--- config.mk ---
export PLATFORM = sky130hd
export DESIGN_NAME = ula_seqctl
export DESIGN_NICKNAME = d
export VERILOG_FILES = /design/src/rtl/ula_pkg.sv /design/src/rtl/ula_decode.sv /design/src/rtl/ula_seqctl.sv
export SDC_FILE = /design/constraint.sdc
export NUM_CORES = 1
export LEC_CHECK = 0
export ABC_AREA = 1
export BUFFER_PORTS_ARGS = -buffer_cell sky130_fd_sc_hd__buf_4
export CAP_MARGIN = 20
export CELL_PAD_IN_SITES_DETAIL_PLACEMENT = 1
export CELL_PAD_IN_SITES_GLOBAL_PLACEMENT = 1
export CORE_MARGIN = 10
export CORE_UTILIZATION = 28
export DETAILED_ROUTE_END_ITERATION = 8
export PLACE_DENSITY_LB_ADDON = 0.1
export SLEW_MARGIN = 10
export SYNTH_ARGS = -nofsm -noshare
export SYNTH_HDL_FRONTEND = slang
export SYNTH_SLANG_ARGS = --single-unit
export TNS_END_PERCENT = 50
--- constraint.sdc ---
create_clock -name clk -period 0.87 [get_ports clk]
set_input_delay 0.0435 -clock clk [delete_from_list [all_inputs] [get_ports clk]]
set_output_delay 0.0435 -clock clk [all_outputs]
set_load 0.05 [all_outputs]
--- src/rtl/ula_pkg.sv ---
// ula_pkg -- shared encodings for the ALU control sequencer.
//   ULAop classes from the main decoder, R-type function fields, ALU control
//   codes, the multi-cycle predicate and the sequencer FSM state enum.
package ula_pkg;

  // Main-decoder ALU op classes
  localparam logic [3:0] ULAOP_ADD   = 4'b0000;
  localparam logic [3:0] ULAOP_SUB   = 4'b0001;
  localparam logic [3:0] ULAOP_RTYPE = 4'b0010;
  localparam logic [3:0] ULAOP_AND   = 4'b0011;
  localparam logic [3:0] ULAOP_OR    = 4'b0100;
  localparam logic [3:0] ULAOP_LUI   = 4'b0101;
  localparam logic [3:0] ULAOP_SLT   = 4'b0110;
  localparam logic [3:0] ULAOP_SLTU  = 4'b0111;
  localparam logic [3:0] ULAOP_XOR   = 4'b1000;

  // R-type function fields
  localparam logic [5:0] FN_ADD  = 6'b100000;
  localparam logic [5:0] FN_SUB  = 6'b100010;
  localparam logic [5:0] FN_AND  = 6'b100100;
  localparam logic [5:0] FN_OR   = 6'b100101;
  localparam logic [5:0] FN_NOR  = 6'b100111;
  localparam logic [5:0] FN_SLT  = 6'b101010;
  localparam logic [5:0] FN_SLTU = 6'b101001;
  localparam logic [5:0] FN_XOR  = 6'b101011;
  localparam logic [5:0] FN_MUL  = 6'b100001;
  localparam logic [5:0] FN_DIV  = 6'b100011;
  localparam logic [5:0] FN_REM  = 6'b101000;

  // ALU control codes
  localparam logic [3:0] CTL_AND     = 4'b0000;
  localparam logic [3:0] CTL_OR      = 4'b0001;
  localparam logic [3:0] CTL_ADD     = 4'b0010;
  localparam logic [3:0] CTL_XOR     = 4'b0011;
  localparam logic [3:0] CTL_MUL     = 4'b0100;
  localparam logic [3:0] CTL_DIV     = 4'b0101;
  localparam logic [3:0] CTL_SUB     = 4'b0110;
  localparam logic [3:0] CTL_SLT     = 4'b0111;
  localparam logic [3:0] CTL_LUI     = 4'b1000;
  localparam logic [3:0] CTL_REM     = 4'b1001;
  localparam logic [3:0] CTL_NOR     = 4'b1100;
  localparam logic [3:0] CTL_SLTU    = 4'b1110;
  localparam logic [3:0] CTL_ILLEGAL = 4'b1111;

  // Sequencer states
  typedef enum logic [1:0] {
    ST_IDLE = 2'b00,
    ST_BUSY = 2'b01,
    ST_DONE = 2'b10
  } seq_state_e;

  // Control codes that are executed by the iterative mul/div unit
  function automatic logic is_multi_code(input logic [3:0] code);
    return (code == CTL_MUL) || (code == CTL_DIV) || (code == CTL_REM);
  endfunction

endpackage

--- src/rtl/ula_decode.sv ---
// ula_decode -- combinational ALU control decode.
//   ula_op_i    [3:0] main-decoder op class
//   func_code_i [5:0] R-type function field
//   code_o      [3:0] ALU control code (4'b1111 = illegal)
//   is_multi_o        code is executed by the iterative unit
// Build option: ULA_SEQCTL_MULDIV_EN enables the mul/div/rem function codes;
// without it they decode as illegal.
module ula_decode
  import ula_pkg::*;
(
  input  logic [3:0] ula_op_i,
  input  logic [5:0] func_code_i,
  output logic [3:0] code_o,
  output logic       is_multi_o
);

  logic [3:0] rtype_code;

  // R-type function field lookup
  always_comb begin
    rtype_code = CTL_ILLEGAL;
    case (func_code_i)
      FN_ADD:  rtype_code = CTL_ADD;
      FN_SUB:  rtype_code = CTL_SUB;
      FN_AND:  rtype_code = CTL_AND;
      FN_OR:   rtype_code = CTL_OR;
      FN_NOR:  rtype_code = CTL_NOR;
      FN_SLT:  rtype_code = CTL_SLT;
      FN_SLTU: rtype_code = CTL_SLTU;
      FN_XOR:  rtype_code = CTL_XOR;
`ifdef ULA_SEQCTL_MULDIV_EN
      FN_MUL:  rtype_code = CTL_MUL;
      FN_DIV:  rtype_code = CTL_DIV;
      FN_REM:  rtype_code = CTL_REM;
`endif
      default: rtype_code = CTL_ILLEGAL;
    endcase
  end

  // Op-class lookup; R-type defers to the function field
  always_comb begin
    code_o = CTL_ILLEGAL;
    case (ula_op_i)
      ULAOP_ADD:   code_o = CTL_ADD;
      ULAOP_SUB:   code_o = CTL_SUB;
      ULAOP_RTYPE: code_o = rtype_code;
      ULAOP_AND:   code_o = CTL_AND;
      ULAOP_OR:    code_o = CTL_OR;
      ULAOP_LUI:   code_o = CTL_LUI;
      ULAOP_SLT:   code_o = CTL_SLT;
      ULAOP_SLTU:  code_o = CTL_SLTU;
      ULAOP_XOR:   code_o = CTL_XOR;
      default:     code_o = CTL_ILLEGAL;
    endcase
  end

  assign is_multi_o = is_multi_code(code_o);

endmodule

--- src/rtl/ula_seqctl.sv ---
// ula_seqctl -- ALU control sequencer for the EX stage.
//   Decodes the op presented with op_valid into a registered ALU control
//   code. Single-cycle ops pulse ctl_valid the next cycle. Multi-cycle ops
//   (mul/div/rem) stall the pipeline and drive the iterative unit through
//   DATA_W steps (md_start, md_step, md_last, step_cnt), then pulse md_done.
//   kill aborts anything pending or in flight.
// Ports: clk, rst_n (async, active-low), op_valid, ula_op[3:0],
//   func_code[5:0], kill -> ula_ctl[3:0], ctl_valid, illegal, stall,
//   md_start, md_step, md_last, step_cnt[CNT_W-1:0], md_done.
// Build option: ULA_SEQCTL_MULDIV_EN enables multi-cycle sequencing; without
// it mul/div/rem are illegal and the sequencer never leaves IDLE.
module ula_seqctl
  import ula_pkg::*;
#(
  parameter int DATA_W = 32,
  parameter int CNT_W  = $clog2(DATA_W)
) (
  input  logic             clk,
  input  logic             rst_n,
  input  logic             op_valid,
  input  logic [3:0]       ula_op,
  input  logic [5:0]       func_code,
  input  logic             kill,
  output logic [3:0]       ula_ctl,
  output logic             ctl_valid,
  output logic             illegal,
  output logic             stall,
  output logic             md_start,
  output logic             md_step,
  output logic             md_last,
  output logic [CNT_W-1:0] step_cnt,
  output logic             md_done
);

`ifdef ULA_SEQCTL_MULDIV_EN
  localparam logic MULDIV_EN = 1'b1;
`else
  localparam logic MULDIV_EN = 1'b0;
`endif

  localparam logic [CNT_W-1:0] LAST_CNT = CNT_W'(DATA_W - 1);

  seq_state_e       state_q, state_d;
  logic [3:0]       ula_ctl_q, ula_ctl_d;
  logic             ctl_valid_q, ctl_valid_d;
  logic             illegal_q, illegal_d;
  logic             md_start_q, md_start_d;
  logic [CNT_W-1:0] step_cnt_q, step_cnt_d;

  logic [3:0] dec_code;
  logic       dec_multi;
  logic       accept;
  logic       start_multi;
  logic       busy;
  logic       last_step;

  ula_decode u_decode (
    .ula_op_i    (ula_op),
    .func_code_i (func_code),
    .code_o      (dec_code),
    .is_multi_o  (dec_multi)
  );

  // Only IDLE accepts; kill always wins over op_valid
  assign accept      = op_valid && !kill && (state_q == ST_IDLE);
  assign start_multi = MULDIV_EN && accept && dec_multi;
  assign busy        = (state_q == ST_BUSY);
  assign last_step   = busy && (step_cnt_q == LAST_CNT);

  // Next-state and next-output computation
  always_comb begin
    state_d     = state_q;
    ula_ctl_d   = ula_ctl_q;
    ctl_valid_d = 1'b0;
    illegal_d   = 1'b0;
    md_start_d  = 1'b0;
    step_cnt_d  = step_cnt_q;
    case (state_q)
      ST_IDLE: begin
        if (accept) begin
          ula_ctl_d = dec_code;
          if (start_multi) begin
            state_d    = ST_BUSY;
            md_start_d = 1'b1;
            step_cnt_d = '0;
          end else begin
            ctl_valid_d = 1'b1;
            illegal_d   = (dec_code == CTL_ILLEGAL);
          end
        end else begin
          state_d = ST_IDLE;
        end
      end
      ST_BUSY: begin
        if (kill) begin
          state_d    = ST_IDLE;
          step_cnt_d = '0;
        end else if (last_step) begin
          // counter holds at DATA_W-1 through DONE
          state_d = ST_DONE;
        end else begin
          step_cnt_d = step_cnt_q + CNT_W'(1);
        end
      end
      ST_DONE: begin
        if (kill) begin
          step_cnt_d = '0;
        end else begin
          step_cnt_d = step_cnt_q;
        end
        state_d = ST_IDLE;
      end
      default: begin
        state_d    = ST_IDLE;
        step_cnt_d = '0;
      end
    endcase
  end

  // State and output registers
  always_ff @(posedge clk or negedge rst_n) begin
    if (!rst_n) begin
      state_q     <= ST_IDLE;
      ula_ctl_q   <= CTL_ILLEGAL;
      ctl_valid_q <= 1'b0;
      illegal_q   <= 1'b0;
      md_start_q  <= 1'b0;
      step_cnt_q  <= '0;
    end else begin
      state_q     <= state_d;
      ula_ctl_q   <= ula_ctl_d;
      ctl_valid_q <= ctl_valid_d;
      illegal_q   <= illegal_d;
      md_start_q  <= md_start_d;
      step_cnt_q  <= step_cnt_d;
    end
  end

  assign ula_ctl   = ula_ctl_q;
  assign ctl_valid = ctl_valid_q;
  assign illegal   = illegal_q;
  assign md_start  = md_start_q;
  assign step_cnt  = step_cnt_q;
  // stall rises in the accept cycle itself so upstream holds immediately
  assign stall     = busy || start_multi;
  assign md_step   = busy;
  assign md_last   = last_step;
  // a kill in DONE cancels the completion pulse
  assign md_done   = (state_q == ST_DONE) && !kill;

endmodule
==> summary.txt, run 1 <==
Status
  • Status: complete, but fails checks
  • Failing checks: negative setup slack

Finish
  • Most common cell after layout, fill and taps aside: nand2_1
  • # diodes: 0
  • Most frequent cells in the layout: nand2_1, buf_4, inv_1
  • Fill cells: 286
  • Final Non-Filler Cells: 160
  • Share of layout cells above drive strength 1: 38.3%
  • Fin area: 922 µm²
  • Area growth syn-to-layout: 52.3%
  • Nets: 148
  • Final Core Density: 46.1%

Power
  • Maximum VDD drop: 0.508 mV
  • PD cells: 1300 nW/µm²
  • Internal power: 0.000711 W
  • Sequential power share: 29.7%
  • Sw Pwr: 0.000483 W
  • Static Leakage: 0.517 nW
  • Comb pwr share: 47.0%
  • Power, Total: 0.00119 W
  • Switching share of power: 40.5%
  • Clock power share: 23.3%

STA
  • Setup violations, final: 4
  • RSZ-0062 raised after global routing: true
  • Setup ws final: -102 ps
  • Fmax: 1.03 GHz
  • Final period utilization: 112%
  • TNS Setup: -394 ps
  • Fin. Hold Viols: 0
  • Layout Skew: 0 ps
  • Final Critical Period: 972 ps
  • Max Slew Vio Count: 0

Worst setup path
  • Crit-path slowest cell: dfstp_2
  • Top Family by Delay on Critical Path: flip-flops
  • Stages on worst setup path: 1
  • Crit path arrival time: 930 ps
  • CP Launch Type: flip-flop
  • CP Cell Sequence: buf_8
  • Crit Reg-Reg Startpoint: ula_ctl[0]
  • Critical R2R Capture: ula_ctl[0]
  • R2R Setup Slk: 70 ps
  • Critical Path RT: 830 ps
  • Reg2Reg Depth: 3
  • Crit path kind: flip-flop to output port
  • CP bufs+invs: 1
  • Worst Setup SP: ula_ctl[3]
  • Critical Path Sink: ula_ctl[3]
  • Slowest stage delay, CP: 540 ps
  • Critical Path End Type: output port
  • Crit path max fanout: 2

Placement
  • Port Buffers: 19
  • GP Congestion: 0.757
  • Placed instance area: 816 µm²
  • Placed cell count: 154
  • DPL Wire Length: 1.51 mm

Synth
  • Sequential share of the synthesized area: 25.6%
  • Yosys warns: 0
  • Synth Instances: 99
  • Cell variety after synth: 19
  • Flops & latches, synth: 6
  • Avg Inst Size Synth: 6.12 µm²
  • Synth Cell Area: 606 µm²

Floorplanning
  • Die ar.: 4420 µm²
  • Boundary Pins: 30
  • Die Ht: 66.5 µm
  • Row count: 16
  • Starting Density: 30.3%
  • Die width: 66.5 µm
  • Core area: 2000 µm²

Routing
  • Initial DRC Count: 7
  • Routed WL per cell: 10.6 µm
  • Via count: 674
  • Drt total wl: 1.69 mm
  • Pre-Repair DR Iteration Count: 4
  • Routed vias/inst: 4.21
  • DRC Markers: 0
  • DRT antenna net count: 0

Clock tree
  • CTS Root Cell: clkbuf_4
  • CTS H-tree depth: 1
  • Sink Count: 6
  • Clock slew at reported path FFs: 50 ps
  • Clock buffer depth: 2
  • CTS buffer count: 3
  • CTS tree: built
  • Clock Latency Late Sink: 240 ps

Global routing
  • First-pass GRT wire length: 2.91 mm
  • Largest net degree at the start of global routing: 8
  • Antenna violations before repair: 0
  • Overflow after GRT: 0
  • Vias in the first global route: 706
  • GRT Total Usage: 8.23%

Worst hold path
  • WHS Path Cells: 3
  • Hold Path Class: input pin to flip-flop

Flow run
  • Max cap viols: 0
[registers in the layout (all words and copies together), names as in the netlist]
| register | count |
|---|---|
| ula_ctl | 4 |
| illegal | 1 |
| ctl_valid | 1 |
[cells by family (layout without fill, tap and decap cells)]
logic type / count (synthesis) / in the layout / synth area share [%]
AO/OA/AOI/OAI: 7 / 7 / 7.64
other: 1 / 10 / 0.619
AND/OR/NAND/NOR: 58 / 58 / 43.2
buffers and inverters: 27 / 52 / 22.9
flip-flops: 6 / 6 / 25.6
[per-layer routing]
metal	GRT usage (%)	wire, µm	part of all wire [%]	vias up
met5	0	0	0	-
met4	5.50	31	1.8	0
met3	2.01	111	6.6	2
met2	13.5	822	49	19
met1	9.19	729	43	302
li1	-	-	-	351
[metrics by stage]
stage,setup WS [ps],hold slack [ps]
after floorplan,-2.16,-252
after global placement,-196,-148
after detailed placement,-242,-147
after CTS,-118,83.9
after global routing,-139,98.0
final,-102,95.6
[synthesized netlist by cell type]
| cell type | instances | area [µm²] |
|---|---|---|
| nand2_1 | 33 | 124 |
| inv_1 | 14 | 52.6 |
| nor2_1 | 11 | 41.3 |
| buf_4 | 10 | 75.1 |
| nand3_1 | 8 | 40.0 |
| dfstp_2 | 4 | 105 |
| inv_2 | 3 | 11.3 |
| a21oi_1 | 2 | 10.0 |
| dfrtp_1 | 2 | 50.1 |
| nor2_2 | 2 | 12.5 |
| o21bai_1 | 2 | 15.0 |
| a21o_1 | 1 | 7.51 |
| conb_1 | 1 | 3.75 |
| nand2_2 | 1 | 6.26 |
| nand3_2 | 1 | 10.0 |
| nor2_4 | 1 | 11.3 |
| nor3_4 | 1 | 16.3 |
| o2111ai_1 | 1 | 8.76 |
| o21ai_0 | 1 | 5.00 |
[final cells by class]
cell class	count	area, µm²	share of cell area, %
Sequential cell	6	155	16.8
Clock buffer	4	26.3	2.85
Tap cell	27	33.8	3.66
Inverter	17	66.3	7.19
Timing Repair Buffer	31	265	28.8
Multi-Input combinational cell	75	375	40.7
[power groups by stage]
| stage | Clock (W) | Combinational [W] | Sequential [W] |
|---|---|---|---|
| after global routing | 0.000313 | 0.000606 | 0.000359 |
| after CTS | 0.000295 | 0.000552 | 0.000355 |
| after floorplan | 0 | 0.000245 | 0.000463 |
| final | 0.000279 | 0.000561 | 0.000355 |
| after global placement | 0 | 0.000493 | 0.000348 |
| after detailed placement | 0 | 0.000501 | 0.000348 |
[what timing repair did]
item / in CTS / in global routing
gates cloned: 0 / 0
setup endpoints to repair: 4 / 8
resized for setup: 8 / 8
pin swaps: 0 / 3
endpoints found under the hold margin: 6 / 0
setup buffers: 1 / 0
hold buffers: 1 / 0
[worst min path at each step]
stage           from        end  slack, ps
6_report        kill  ctl_valid        100
3_5_place_dp   rst_n  ctl_valid       -150
5_1_grt         kill  ctl_valid        100
4_1_cts         kill  ctl_valid         80
2_1_floorplan  rst_n  ctl_valid       -250
3_3_place_gp   rst_n    illegal       -150
Power figures use the tool's default switching activity.
==> run 2: changes to the inputs <==
- CAP_MARGIN: 20 -> 15
- CORE_UTILIZATION: 28 -> 26
- clock period: 0.87 -> 0.82 ns (I/O delays scaled with it)
==> run 2 against run 1 <==
  * Clock power rose by 5%
  * The flow still finishes with violations (negative setup slack)
  * Cell count is 1.3% lower
  * Final area shrank 2.2%
  * Power grew 5.1%
  * Critical path depth unchanged
  * Core utilization is 5.3 points lower
  * Global-route usage decreased by 0.35 points
  * Setup slack got worse by 51 ps
  * Register-to-register slack improved by 30 ps
  * Die area increased by 5.3%
  * Routed wire length is 4.5% higher
==> summary.txt, run 2 (same netlist as run 1, synthesis figures left out) <==
Clock tree
  • CTS buffer count: 3 (unchanged)
  • Clock slew at reported path FFs: 50 ps (about the same)
  • CTS H-tree depth: 1 (unchanged)
  • CTS Root Cell: clkbuf_4
  • CTS tree: built
  • Clock Latency Late Sink: 240 ps (about the same)
  • Clock buffer depth: 2 (unchanged)
  • Sink Count: 6 (unchanged)
  • Post CTS Setup Buffer Count: 0 (-1)

Floorplanning
  • Die Ht: 68.3 µm (+2.6%)
  • Boundary Pins: 30 (unchanged)
  • Die ar.: 4660 µm² (+5.3%)
  • Starting Density: 27.4% (-2.9 points)
  • Core area: 2210 µm² (+10%)
  • Die width: 68.3 µm (+2.6%)
  • Row count: 17 (+1)

STA
  • Fmax: 1.03 GHz
  • Setup ws final: -152 ps (-50.8 ps)
  • Layout Skew: 0 ps (unchanged)
  • TNS Setup: -614 ps (-221 ps)
  • Max Slew Vio Count: 0 (unchanged)
  • Fin. Hold Viols: 0 (unchanged)
  • Final period utilization: 119%
  • RSZ-0062 raised after global routing: true
  • Final Critical Period: 972 ps
  • Setup violations, final: 5 (+1)

Power
  • PD cells: 1390 nW/µm² (+7.5%)
  • Static Leakage: 0.504 nW (-2.5%)
  • Maximum VDD drop: 0.743 mV (+46%)
  • Power, Total: 0.00126 W (+5.1%)

Routing
  • DRT antenna net count: 0 (unchanged)
  • Via count: 669 (-0.74%)
  • Pre-Repair DR Iteration Count: 3 (-1)
  • Drt total wl: 1.77 mm (+4.5%)
  • DRC Markers: 0 (unchanged)
  • Routed vias/inst: 4.23 (+0.51%)
  • Initial DRC Count: 11 (+4)
  • Routed WL per cell: 11.2 µm (+5.9%)

Worst setup path
  • Critical Path RT: 780 ps (-50 ps)
  • Critical Path End Type: output port
  • CP bufs+invs: 1 (unchanged)
  • CP Launch Type: flip-flop
  • Crit path max fanout: 2 (unchanged)
  • Crit path kind: flip-flop to output port
  • CP Cell Sequence: buf_8
  • Top Family by Delay on Critical Path: flip-flops
  • Slowest stage delay, CP: 540 ps (about the same)
  • Crit path arrival time: 930 ps (about the same)
  • Crit-path slowest cell: dfstp_2

Finish
  • Nets: 145 (-2.0%)
  • # diodes: 0 (unchanged)
  • Most common cell after layout, fill and taps aside: nand2_1
  • Area growth syn-to-layout: 49.0%
  • Register area: 155 µm² (unchanged)
  • Area of the multi-input gates: 372 µm² (-1.0%)
  • Final Core Density: 40.8% (-5.3 points)
  • Share of layout cells above drive strength 1: 36.9% (-1.4 points)
  • Fill cells: 307 (+7.3%)
  • Max reg flops: 4 (unchanged)
  • Most frequent cells in the layout: nand2_1, buf_4, inv_1

Global routing
  • Antenna violations before repair: 0 (unchanged)
  • GRT Total Usage: 7.89% (-0.35 points)
  • First-pass GRT wire length: 2.90 mm (-0.24%)
  • Largest net degree at the start of global routing: 8 (unchanged)
  • Vias in the first global route: 710 (+0.57%)
  • Overflow after GRT: 0 (unchanged)

Placement
  • DPL Wire Length: 1.50 mm (-0.90%)
  • Port Buffers: 19 (unchanged)
  • GP Congestion: 0.824 (+8.8%)

Status
  • Status: complete, but fails checks
  • Failing checks: negative setup slack

Flow run
  • Max cap viols: 0 (unchanged)

Worst hold path
  • Hold Path Class: input pin to flip-flop
## run 2: cell count changes in the layout (fill, tap and decap cells not counted), sizes merged
| cell | delta |
|---|---|
| buf | -3 |
## run 2: timing repair
item,in CTS,in global routing
resized for setup,11,7
setup endpoints to repair,7,11
hold buffers,1,0
endpoints found under the hold margin,6,0
## run 2: area by class of cell
class                   instances  area share (%)
clock buffers                   4            2.91
inverters                      17            7.07
multi-input cells              75            41.2
flip-flops and latches          6            17.2
well taps                      28            3.88
repair buffers                 28            27.7
## run 2: worst reg2reg max path: stages, from the launching register on
cell     delay (ps)
dfstp_2         540
nand2_1          60
nand2_1          60
## run 2: metrics by stage
stage | area [µm²] | setup slack [ps] | hold slack (ps) | cells
detailed placement | 802 | -276 | -149 | 153
floorplan | 639 | -52.2 | -255 | 108
global route | 902 | -189 | 91.7 | 158
finish | 902 | -152 | 93.0 | 158
global placement | 802 | -278 | -151 | 153
CTS | 878 | -163 | 89.1 | 158
## run 2: worst paths after layout
| kind | cells past startpoint | slack, ps | start | to |
|---|---|---|---|---|
| max reg2reg | 2 | 100 | ula_ctl[2] | ula_ctl[2] |
| max in group asynchronous | 2 | 480 | rst_n | ula_ctl[3] |
| max | 1 | -150 | ula_ctl[1] | ula_ctl[1] |
| min | 3 | 90 | kill | ctl_valid |
| min reg2reg | 2 | 460 | ula_ctl[0] | ula_ctl[0] |
| min in group asynchronous | 2 | 140 | rst_n | ctl_valid |
## run 2: per-layer routing
metal | up-vias | routed length (µm) | GRT usage [%]
li1 | 342 | - | -
met1 | 310 | 730 | 8.67
met4 | 0 | 19 | 3.02
met5 | - | 0 | 0
met2 | 15 | 933 | 14.2
met3 | 2 | 88 | 1.96
## run 2: power by group
| group | switching [W] | internal, W | leakage (nW) |
|---|---|---|---|
| combinational | 0.000378 | 0.000205 | 0.420 |
| sequential | 0.0000276 | 0.000352 | 0.0687 |
| clock | 0.000109 | 0.000184 | 0.0150 |
